--- src/rtl/ikari_vreg_pkg.sv ---
// Shared types for the video-register writer: register addresses, queue entry, issue FSM states.
// Latency: n/a (types and a pure decode function only).
// Backpressure: n/a.
package ikari_vreg_pkg;

    localparam logic [2:0] ADDR_BSET = 3'd0;
    localparam logic [2:0] ADDR_SSET = 3'd1;
    localparam logic [2:0] ADDR_MSET = 3'd2;
    localparam logic [2:0] ADDR_F1SY = 3'd3;
    localparam logic [2:0] ADDR_F2SY = 3'd4;

    // One queued CPU write: target register select plus its data byte.
    typedef struct packed {
        logic [2:0] addr;
        logic [7:0] data;
    } vreg_entry_t;

    typedef enum logic [1:0] {
        ST_IDLE   = 2'd0,
        ST_DRIVE  = 2'd1,
        ST_STROBE = 2'd2
    } vreg_state_t;

    // Strobe vector ordered {F2SY, F1SY, MSET, SSET, BSET}; unmapped selects give no strobe.
    function automatic logic [4:0] strobe_decode(input logic [2:0] addr);
        logic [4:0] v;
        v = 5'b00000;
        case (addr)
            ADDR_BSET: v = 5'b00001;
            ADDR_SSET: v = 5'b00010;
            ADDR_MSET: v = 5'b00100;
            ADDR_F1SY: v = 5'b01000;
            ADDR_F2SY: v = 5'b10000;
            default:   v = 5'b00000;
        endcase
        return v;
    endfunction

endpackage

--- src/rtl/ikari_vreg_fifo.sv ---
// Write queue for the video-register writer, DEPTH entries (power of two).
// Latency: an entry pushed on one edge is visible at dout/empty right after that edge.
// Backpressure: push ignored while full, pop ignored while empty; full/empty come from the count register.
module ikari_vreg_fifo
    import ikari_vreg_pkg::*;
#(
    parameter int DEPTH = 4
) (
    input  logic        clk,
    input  logic        reset,
    input  logic        push,
    input  vreg_entry_t din,
    input  logic        pop,
    output logic        full,
    output logic        empty,
    output vreg_entry_t dout
);

    localparam int AW = (DEPTH > 1) ? $clog2(DEPTH) : 1;

    vreg_entry_t     r_mem [DEPTH];
    logic [AW-1:0]   r_wr_ptr;
    logic [AW-1:0]   r_rd_ptr;
    logic [AW:0]     r_count;
    logic            w_push_ok;
    logic            w_pop_ok;

    // Flags are decoded from the registered count so a same-cycle pop never frees a slot early.
    assign full      = (r_count == (AW+1)'(DEPTH));
    assign empty     = (r_count == '0);
    assign w_push_ok = push & ~full;
    assign w_pop_ok  = pop & ~empty;
    assign dout      = r_mem[r_rd_ptr];

    // Storage array; contents need no reset because count gates visibility.
    always_ff @(posedge clk) begin
        if (w_push_ok) begin
            r_mem[r_wr_ptr] <= din;
        end
    end

    // Pointers wrap naturally at the power-of-two depth; push+pop together keeps count.
    always_ff @(posedge clk or posedge reset) begin
        if (reset) begin
            r_wr_ptr <= '0;
            r_rd_ptr <= '0;
            r_count  <= '0;
        end else begin
            if (w_push_ok) begin
                r_wr_ptr <= r_wr_ptr + AW'(1);
            end
            if (w_pop_ok) begin
                r_rd_ptr <= r_rd_ptr + AW'(1);
            end
            case ({w_push_ok, w_pop_ok})
                2'b10:   r_count <= r_count + (AW+1)'(1);
                2'b01:   r_count <= r_count - (AW+1)'(1);
                default: r_count <= r_count;
            endcase
        end
    end

endmodule

--- src/rtl/ikari_vreg_writer.sv ---
// Queues CPU register writes and replays them to the video register bank as data-then-strobe; macro VREG_VBLANK_COMMIT_EN gates issue on vblank.
// Latency: data on VD_out one cycle after the push, strobe one cycle later; one write per 3 cycles.
// Backpressure: cpu_busy mirrors queue-full; a mapped write while full is dropped and sets sticky ovf.
module ikari_vreg_writer
    import ikari_vreg_pkg::*;
#(
    parameter int FIFO_DEPTH = 4
) (
    input  logic       clk,
    input  logic       reset,
    input  logic       cpu_cen,
    input  logic       cpu_wr,
    input  logic [2:0] cpu_addr,
    input  logic [7:0] cpu_din,
    input  logic       vblank,
    output logic       cpu_busy,
    output logic       ovf,
    output logic [7:0] VD_out,
    output logic       BSET,
    output logic       SSET,
    output logic       MSET,
    output logic       F1SY,
    output logic       F2SY
);

    vreg_state_t  r_state;
    vreg_state_t  w_state_nxt;
    logic [7:0]   r_vd;
    logic [2:0]   r_addr;
    logic [4:0]   r_strobe;
    logic         r_ovf;
    logic         w_wr_req;
    logic         w_push;
    logic         w_pop;
    logic         w_full;
    logic         w_empty;
    logic         w_commit_ok;
    vreg_entry_t  w_din;
    vreg_entry_t  w_dout;

    // Only mapped selects (0..4) are queued; the rest vanish silently.
    assign w_wr_req = cpu_cen & cpu_wr & (cpu_addr <= ADDR_F2SY);
    assign w_push   = w_wr_req & ~w_full;
    assign w_din    = '{addr: cpu_addr, data: cpu_din};

`ifdef VREG_VBLANK_COMMIT_EN
    assign w_commit_ok = vblank;
`else
    logic w_unused_vblank;
    assign w_unused_vblank = vblank;
    assign w_commit_ok     = 1'b1;
`endif

    ikari_vreg_fifo #(.DEPTH(FIFO_DEPTH)) u_fifo (
        .clk   (clk),
        .reset (reset),
        .push  (w_push),
        .din   (w_din),
        .pop   (w_pop),
        .full  (w_full),
        .empty (w_empty),
        .dout  (w_dout)
    );

    // Issue FSM state register.
    always_ff @(posedge clk or posedge reset) begin
        if (reset) begin
            r_state <= ST_IDLE;
        end else begin
            r_state <= w_state_nxt;
        end
    end

    // Next state and pop: only IDLE waits on the commit gate, a started transfer always finishes.
    always_comb begin
        w_state_nxt = r_state;
        w_pop       = 1'b0;
        case (r_state)
            ST_IDLE: begin
                if (!w_empty && w_commit_ok) begin
                    w_pop       = 1'b1;
                    w_state_nxt = ST_DRIVE;
                end
            end
            ST_DRIVE:  w_state_nxt = ST_STROBE;
            ST_STROBE: w_state_nxt = ST_IDLE;
            default:   w_state_nxt = ST_IDLE;
        endcase
    end

    // Data is latched on pop and held; the strobe register is loaded leaving DRIVE so it is high only in STROBE.
    always_ff @(posedge clk or posedge reset) begin
        if (reset) begin
            r_vd     <= 8'h00;
            r_addr   <= '0;
            r_strobe <= '0;
        end else begin
            if (w_pop) begin
                r_vd   <= w_dout.data;
                r_addr <= w_dout.addr;
            end
            r_strobe <= (r_state == ST_DRIVE) ? strobe_decode(r_addr) : 5'b00000;
        end
    end

    // Sticky overflow: a mapped write arrived while the queue was full.
    always_ff @(posedge clk or posedge reset) begin
        if (reset) begin
            r_ovf <= 1'b0;
        end else if (w_wr_req && w_full) begin
            r_ovf <= 1'b1;
        end
    end

    // Busy is a pure decode of the registered queue count, no path from the CPU inputs.
    assign cpu_busy = w_full;
    assign ovf      = r_ovf;
    assign VD_out   = r_vd;
    assign BSET     = r_strobe[0];
    assign SSET     = r_strobe[1];
    assign MSET     = r_strobe[2];
    assign F1SY     = r_strobe[3];
    assign F2SY     = r_strobe[4];

endmodule

--- config.mk ---
export PLATFORM = sky130hd
export DESIGN_NAME = ikari_vreg_writer
export DESIGN_NICKNAME = d
export VERILOG_FILES = /design/src/rtl/ikari_vreg_pkg.sv /design/src/rtl/ikari_vreg_fifo.sv /design/src/rtl/ikari_vreg_writer.sv
export SDC_FILE = /design/constraint.sdc
export NUM_CORES = 1
export LEC_CHECK = 0
export BUFFER_PORTS_ARGS = -buffer_cell sky130_fd_sc_hd__buf_2
export CAP_MARGIN = 15
export CORE_UTILIZATION = 35
export CTS_CLUSTER_DIAMETER = 30
export DETAILED_ROUTE_END_ITERATION = 10
export SYNTH_ARGS = -nofsm -noshare
export SYNTH_HDL_FRONTEND = slang
export SYNTH_HIERARCHICAL = 1
export SYNTH_SLANG_ARGS = --single-unit
--- constraint.sdc ---
create_clock -name clk -period 2.9 [get_ports clk]
set_clock_uncertainty 0.2 [all_clocks]
set_input_delay 0.435 -clock clk [delete_from_list [all_inputs] [get_ports clk]]
set_output_delay 0.435 -clock clk [all_outputs]
set_load 0.02 [all_outputs]
==> reports/summary.txt, run 1 <==
outcome = finished, final reports clean
max-slew headroom at the worst pin = 47.9%
Die Span Y = 91.2 µm
initial antenna violation count = 0
post-route minimum period = 2.50 ns
total global routing track utilization = 12.2%
hold wc startpoint = cpu_din[1]
Worst Reg-to-Reg Cells = 10
CP startpoint kind = flop
vias per inst = 4.55
# H-tree levels = 3
final non-filler cell total = 287
DR WL met2 = 2.19 mm
worst hold path endpoint = u_fifo/r_mem[2][1]$_DFFE_PP_
first-pass GRT wire length = 7.25 mm
Die Outline Area = 8320 µm²
setup repair after global routing missed its margin = no
worst path cell trace = nor3b_4, and4b_1, nor2b_4, inv_1, ha_1, inv_1, fa_1, xor2_1, nor2_1, xor2_1
largest fanout on the critical path = 7
Primary FF master, synth = sky130_fd_sc_hd__edfxtp_1
clock buffer count from CTS = 9
number of max-cap violations = 0
synth-to-layout area growth = 18.3%
setup slack of the most critical reg-to-reg path = 0.40 ns
final setup violation count = 0
synthesized net count = 162
Clock Pin Slew Worst Setup and Hold Paths = 0.07 ns
Final TNS setup = 0 ns
number of different library cells in the post-synthesis netlist = 31
kind of path behind the tightest hold check = input pin to flop
proportion of synthesized flip-flops having asynchronous set or reset = 37.1%
detailed router's first-iteration violation count = 72
highest clock frequency the design can meet = 0.399 GHz
most common library cells after synthesis = sky130_fd_sc_hd__edfxtp_1, sky130_fd_sc_hd__dfrtp_1, sky130_fd_sc_hd__mux2_4, sky130_fd_sc_hd__mux4_2, sky130_fd_sc_hd__inv_1
leading post-synthesis cells by cell area = sky130_fd_sc_hd__edfxtp_1, sky130_fd_sc_hd__dfrtp_1, sky130_fd_sc_hd__mux4_2
Total Nets Final = 202
post-cts gate resize count = 0
Avg Inst Size Synth = 19.9 µm²
diode count = 0
Remaining Overflow, GRT = 0
Slew Limit Fails = 0
placeable core area = 7730 µm²
share of post-route cells with drive strength above 1 = 40.0%
TritonCTS clock tree = yes
detailed-route via count = 1305
Critical Path End Type = flop
Clk Latency, worst-skew pair = 0.33 ns
power density cells = 1070 nW/µm²
final WL = 4.49 mm
Buffers on Ports = 29
buffers from clock root to sink, at most = 2
Routed met3 length = 133 µm
period utilisation layout = 86.4%
quantity of hold-fixing buffers added after cts = 1
number of enable-type register cells in the synthesized netlist = 44
number of nets with antenna violations after detailed routing = 0
maximum single-stage delay on the critical path = 0.46 ns
kind of critical path = flop to flop
CTS root buf = sky130_fd_sc_hd__clkbuf_8
largest voltage drop on the vdd net = 0.433 mV
# DRC = 0
total of flip-flops plus latches after synthesis = 70
RR Endpoint = u_fifo/r_count[2]$_DFFE_PP0P_
row cnt = 32
Detailed Place HPWL = 2.90 mm
transition at the pin with the smallest max-transition slack = 0.780 ns
initial cell density of the core = 36.1%
number of search-and-repair iterations in the first detailed-routing pass = 4
data required time of the worst path = 2.96 ns
vias in the first global route = 1411
die width = 91.2 µm
maximum number of pins on one net before global-route repair = 20
Slowest-stage cell, CP = sky130_fd_sc_hd__dfrtp_1
final estimated routing congestion in global placement = 0.633
number of hold violations in the final report = 0
hold slack = 0.116 ns
setup bufs post-CTS = 0
standby leakage power = 1.32 nW
share of the synthesized area in the top cell type = 47.4%
largest area contributor in the synthesized netlist = sky130_fd_sc_hd__edfxtp_1
Routed met1 length = 2.08 mm
number of warnings printed during yosys synthesis = 6
count of cells along the worst hold path = 1
Boundary Pins = 31
data arrival time of the critical path = 2.56 ns
Inst Count DP = 270
sequential-to-total area share from yosys stat = 70.8%
TritonCTS sink count = 70
cell area after synthesis = 2790 µm²
startpoint of the lowest-slack register-to-register path = u_fifo/r_count[0]$_DFFE_PP0P_
wire length per cell = 15.6 µm
most instantiated library cell after synthesis = sky130_fd_sc_hd__edfxtp_1
top layer reached by signal wires = met4
gate count after technology mapping = 140
[report_power, final]
group          total (mW)  switching, mW  leakage, nW  internal, mW
Sequential           1.49          0.201        0.713          1.28
Combinational        1.11          0.493        0.490         0.614
Clock               0.940          0.347        0.118         0.593
[per-layer routing]
| layer | vias up | GRT usage (%) |
|---|---|---|
| met5 | - | 0 |
| met4 | 0 | 7.14 |
| met3 | 10 | 2.76 |
| met2 | 26 | 19.9 |
| met1 | 664 | 14.8 |
| li1 | 605 | - |
[through the flow]
| stage | setup WS [ns] | area [µm²] | utilization, % | total power, mW |
|---|---|---|---|---|
| floorplan | 0.387 | 2790 | - | 2.38 |
| global placement | 0.355 | 3050 | 39.4 | 2.61 |
| detailed placement | 0.319 | 3050 | 39.4 | 2.64 |
| CTS | 0.381 | 3300 | 42.6 | 3.58 |
| global route | 0.216 | 3300 | 42.6 | 3.74 |
| finish | 0.395 | 3300 | 42.6 | 3.53 |
[worst max-delay path, delay by kind of cell (launching register included)]
| family | cells | cell delay [ns] |
|---|---|---|
| adders and majority gates | 2 | 0.54 |
| xor gates and xnor gates | 2 | 0.30 |
| and+or+nand+nor | 4 | 0.80 |
| buffers and inverters | 2 | 0.13 |
| DFF | 1 | 0.46 |
[cell usage in the layout (no fill, tap or decap), types with 2 or more instances in the layout]
master,instances
sky130_fd_sc_hd__edfxtp_1,44
sky130_fd_sc_hd__buf_2,29
sky130_fd_sc_hd__dfrtp_1,26
sky130_fd_sc_hd__mux2_4,10
sky130_fd_sc_hd__clkbuf_8,10
sky130_fd_sc_hd__mux4_2,10
sky130_fd_sc_hd__inv_1,9
sky130_fd_sc_hd__ha_1,5
sky130_fd_sc_hd__and2_2,4
sky130_fd_sc_hd__bufinv_16,3
sky130_fd_sc_hd__xor2_1,3
sky130_fd_sc_hd__xnor2_1,3
sky130_fd_sc_hd__and3b_1,2
sky130_fd_sc_hd__nor3_1,2
sky130_fd_sc_hd__mux2_2,2
sky130_fd_sc_hd__clkbuf_1,2
sky130_fd_sc_hd__buf_4,2
[logic make-up (layout without fill, tap and decap cells)]
group	count (synthesis)	after routing	synth area share (%)
flops	70	70	70.8
fa+ha+maj	6	6	2.96
mux	24	24	15.6
xor+xnor	6	6	1.89
compound gates	3	3	0.898
buf+inv	12	57	2.20
simple gates	19	19	5.70
[layout make-up]
class,instances,area (µm²)
Fill cell,698,4430
Sequential cell,70,1970
Multi-Input combinational cell,58,753
Timing Repair Buffer,32,170
Clock buffer,12,145
Tap cell,102,128
Clock inverter,4,93.8
Inverter,9,33.8
[worst max path at each step]
stage,start,to,slack [ns],cells past startpoint
floorplan,u_fifo/r_count[0]$_DFFE_PP0P_,u_fifo/r_count[2]$_DFFE_PP0P_,0.39,10
global placement,cpu_addr[1],u_fifo/r_count[2]$_DFFE_PP0P_,0.36,11
detailed placement,cpu_addr[1],u_fifo/r_count[2]$_DFFE_PP0P_,0.32,11
CTS,u_fifo/r_count[0]$_DFFE_PP0P_,u_fifo/r_count[2]$_DFFE_PP0P_,0.38,10
global route,u_fifo/r_count[0]$_DFFE_PP0P_,u_fifo/r_count[2]$_DFFE_PP0P_,0.22,10
finish,u_fifo/r_count[0]$_DFFE_PP0P_,u_fifo/r_count[2]$_DFFE_PP0P_,0.40,10
[sequential cells by signal, indices dropped and copies added (netlist names)]
signal,flops
VD_out,8
r_state,2
u_fifo/r_rd_ptr,2
u_fifo/r_count,3
r_strobe,5
u_fifo/r_wr_ptr,2
r_addr,3
u_fifo/r_mem,44
ovf,1
No activity file was read; power rests on OpenSTA's default activity.
==> run 2, diff against run 1 <==
--- a/config.mk
+++ b/config.mk
@@ -10,6 +10,8 @@
 export CORE_UTILIZATION = 35
 export CTS_CLUSTER_DIAMETER = 30
 export DETAILED_ROUTE_END_ITERATION = 10
+export SETUP_SLACK_MARGIN = 0.5
+export SKIP_LAST_GASP = 1
 export SYNTH_ARGS = -nofsm -noshare
 export SYNTH_HDL_FRONTEND = slang
 export SYNTH_HIERARCHICAL = 1
==> run 2 against run 1 <==
Compared with the run above: wire length rose by 0.78%; clock power fell by 30%; via count increased by 2.9%; critical endpoint unchanged; clock-buffer cell count grew 2; sequential power barely moved; sequential share of layout area increased by 0.31 points; fmax increased by 6.0%; first-iteration DRC count is 6.9% lower; critical path type unchanged; largest cell class unchanged.
==> reports/summary.txt, run 2 (same netlist as run 1, synthesis figures left out) <==
vias per inst = 4.57 (was 4.55)
end-of-flow core utilization = 42.5% (was 42.6%)
Buffers on Ports = 29 (unchanged)
power density cells = 1020 nW/µm² (was 1070 nW/µm²)
initial cell density of the core = 36.1% (unchanged)
final estimated routing congestion in global placement = 0.674 (was 0.633)
number of flip-flops under the largest register name = 44 (unchanged)
post-route minimum period = 2.36 ns (was 2.50 ns)
share of post-route cells with drive strength above 1 = 43.2% (was 40.0%)
Die Outline Area = 8320 µm² (unchanged)
register with the highest flop count = u_fifo/r_mem (unchanged)
TritonCTS sink count = 70 (unchanged)
share of power burned in combinational logic = 35.4% (was 31.3%)
busiest layer in global routing = met2 (unchanged)
placed cell areas = 3050 µm² (about the same)
CP startpoint kind = flop (unchanged)
detailed router's first-iteration violation count = 67 (was 72)
buffers from clock root to sink, at most = 2 (unchanged)
data arrival time of the critical path = 2.42 ns (was 2.56 ns)
number of hold violations in the final report = 0 (unchanged)
wire length per cell = 15.4 µm (was 15.6 µm)
TritonCTS clock tree = yes (unchanged)
hold wc startpoint = cpu_din[7] (was cpu_din[1])
kind of critical path = flop to flop (unchanged)
part of the power in the clock network = 19.8% (was 26.6%)
Final TNS setup = 0 ns (unchanged)
die width = 91.2 µm (unchanged)
Worst Reg-to-Reg Cells = 11 (was 10)
design area = 3280 µm² (was 3300 µm²)
RR Endpoint = u_fifo/r_count[2]$_DFFE_PP0P_ (unchanged)
pre-CTS setup slack = 0.0716 ns (was 0.319 ns)
Boundary Pins = 31 (unchanged)
hold slack = 0.117 ns (was 0.116 ns)
Total Power Consumption = 3.33 mW (was 3.53 mW)
# DRC = 0 (unchanged)
diode count = 0 (unchanged)
Seq pwr share = 44.8% (was 42.0%)
final setup violation count = 0 (unchanged)
detailed-route via count = 1343 (was 1305)
routing usage on met2 = 18.8% (was 19.9%)
commonest non-fill, non-tap cell in the layout = sky130_fd_sc_hd__edfxtp_1 (unchanged)
data required time of the worst path = 2.95 ns (was 2.96 ns)
standby leakage power = 1.32 nW (about the same)
kind of path behind the tightest hold check = input pin to flop (unchanged)
initial antenna violation count = 0 (unchanged)
Critical Path End Type = flop (unchanged)
outcome = finished, final reports clean (unchanged)
final worst slack = 0.537 ns (was 0.395 ns)
setup repair after global routing missed its margin = yes (was no)
max-slew headroom at the worst pin = 46.7% (was 47.9%)
Total Nets Final = 209 (was 202)
Net Sw Power = 1.04 mW (about the same)
Detailed Place HPWL = 2.81 mm (was 2.90 mm)
Clk Latency, worst-skew pair = 0.33 ns (about the same)
final non-filler cell total = 294 (was 287)
Slew Limit Fails = 0 (unchanged)
total global routing track utilization = 12.2% (about the same)
met3 track utilization from global routing = 3.52% (was 2.76%)
number of max-cap violations = 0 (unchanged)
Die Span Y = 91.2 µm (unchanged)
count of cells along the worst hold path = 1 (unchanged)
synth-to-layout area growth = 17.7% (was 18.3%)
largest voltage drop on the vdd net = 0.296 mV (was 0.433 mV)
final WL = 4.53 mm (was 4.49 mm)
commonest non-fill, non-tap cells in the layout = sky130_fd_sc_hd__edfxtp_1, sky130_fd_sc_hd__buf_2, sky130_fd_sc_hd__dfrtp_1 (unchanged)
clock buffer count from CTS = 9 (unchanged)
number of fillers in the final layout = 694 (was 698)
number of nets with antenna violations after detailed routing = 0 (unchanged)
Sw Ratio = 31.3% (was 29.5%)
Remaining Overflow, GRT = 0 (unchanged)
CTS root buf = sky130_fd_sc_hd__clkbuf_8 (unchanged)
worst hold path endpoint = u_fifo/r_mem[0][7]$_DFFE_PP_ (was u_fifo/r_mem[2][1]$_DFFE_PP_)
period utilisation layout = 81.5% (was 86.4%)
highest clock frequency the design can meet = 0.423 GHz (was 0.399 GHz)
startpoint of the lowest-slack register-to-register path = u_fifo/r_count[0]$_DFFE_PP0P_ (unchanged)
# H-tree levels = 3 (unchanged)
first-pass GRT wire length = 7.25 mm (unchanged)
row cnt = 32 (unchanged)
number of search-and-repair iterations in the first detailed-routing pass = 4 (unchanged)
placeable core area = 7730 µm² (unchanged)
largest fanout on the critical path = 2 (was 7)
Clock Pin Slew Worst Setup and Hold Paths = 0.07 ns (about the same)
maximum number of pins on one net before global-route repair = 20 (unchanged)
transition at the pin with the smallest max-transition slack = 0.799 ns (was 0.780 ns)
fraction of met1 tracks used by global routing = 15.9% (was 14.8%)
vias in the first global route = 1327 (was 1411)
setup slack of the most critical reg-to-reg path = 0.54 ns (was 0.40 ns)
Internal Pwr Total = 2.29 mW (was 2.49 mW)
Inst Count DP = 270 (unchanged)
==> run 2: cell type report <==
| class | count | area [µm²] | share of cell area, % |
|---|---|---|---|
| inverters | 9 | 33.8 | 1.03 |
| clock inverters | 2 | 8.76 | 0.267 |
| well taps | 102 | 128 | 3.89 |
| flip-flops and latches | 70 | 1970 | 60.1 |
| multi-input cells | 58 | 758 | 23.1 |
| repair buffers | 39 | 226 | 6.90 |
| clock buffers | 14 | 153 | 4.65 |
==> run 2: per-layer routing <==
| layer | part of all wire (%) | routed length (µm) |
|---|---|---|
| met5 | 0 | 0 |
| met4 | 1.8 | 81 |
| met3 | 3.8 | 174 |
| met2 | 49 | 2230 |
| met1 | 45 | 2040 |
==> run 2: power groups by stage <==
| stage | sequential (mW) | combinational (mW) | clock [mW] |
|---|---|---|---|
| 4_1_cts | 1.50 | 1.14 | 0.689 |
| 3_3_place_gp | 1.52 | 1.10 | 0 |
| 6_report | 1.49 | 1.18 | 0.661 |
| 5_1_grt | 1.54 | 1.29 | 0.739 |
| 3_5_place_dp | 1.52 | 1.12 | 0 |
| 2_1_floorplan | 1.53 | 0.857 | 0 |
==> run 2: critical path: stages, from the launching register on <==
cell                      delay, ns
sky130_fd_sc_hd__dfrtp_1       0.39
sky130_fd_sc_hd__buf_6         0.12
sky130_fd_sc_hd__nor3b_4       0.18
sky130_fd_sc_hd__and4b_1       0.21
sky130_fd_sc_hd__nor2b_4       0.12
sky130_fd_sc_hd__inv_1         0.05
sky130_fd_sc_hd__ha_2          0.18
sky130_fd_sc_hd__inv_2         0.04
sky130_fd_sc_hd__fa_2          0.37
sky130_fd_sc_hd__xor2_1        0.14
sky130_fd_sc_hd__nor2_1        0.12
sky130_fd_sc_hd__xor2_1        0.16
==> run 2: worst max-delay path by stage <==
stage                                              from                             to  slack [ns]
after CTS                 u_fifo/r_count[0]$_DFFE_PP0P_  u_fifo/r_count[2]$_DFFE_PP0P_        0.51
final                     u_fifo/r_count[0]$_DFFE_PP0P_  u_fifo/r_count[2]$_DFFE_PP0P_        0.54
after global routing      u_fifo/r_count[0]$_DFFE_PP0P_  u_fifo/r_count[2]$_DFFE_PP0P_        0.46
after detailed placement  u_fifo/r_count[1]$_DFFE_PP0P_  u_fifo/r_count[2]$_DFFE_PP0P_        0.07
after floorplan           u_fifo/r_count[0]$_DFFE_PP0P_  u_fifo/r_count[2]$_DFFE_PP0P_        0.44
after global placement    u_fifo/r_count[1]$_DFFE_PP0P_  u_fifo/r_count[2]$_DFFE_PP0P_        0.15
==> run 2: timing repair <==
action	in CTS	in global routing
setup buffers	2	5
pin swaps	2	3
endpoints found under the hold margin	7	0
gates cloned	0	0
hold buffers	1	0
endpoints found under the setup margin	2	1
resized for setup	0	3
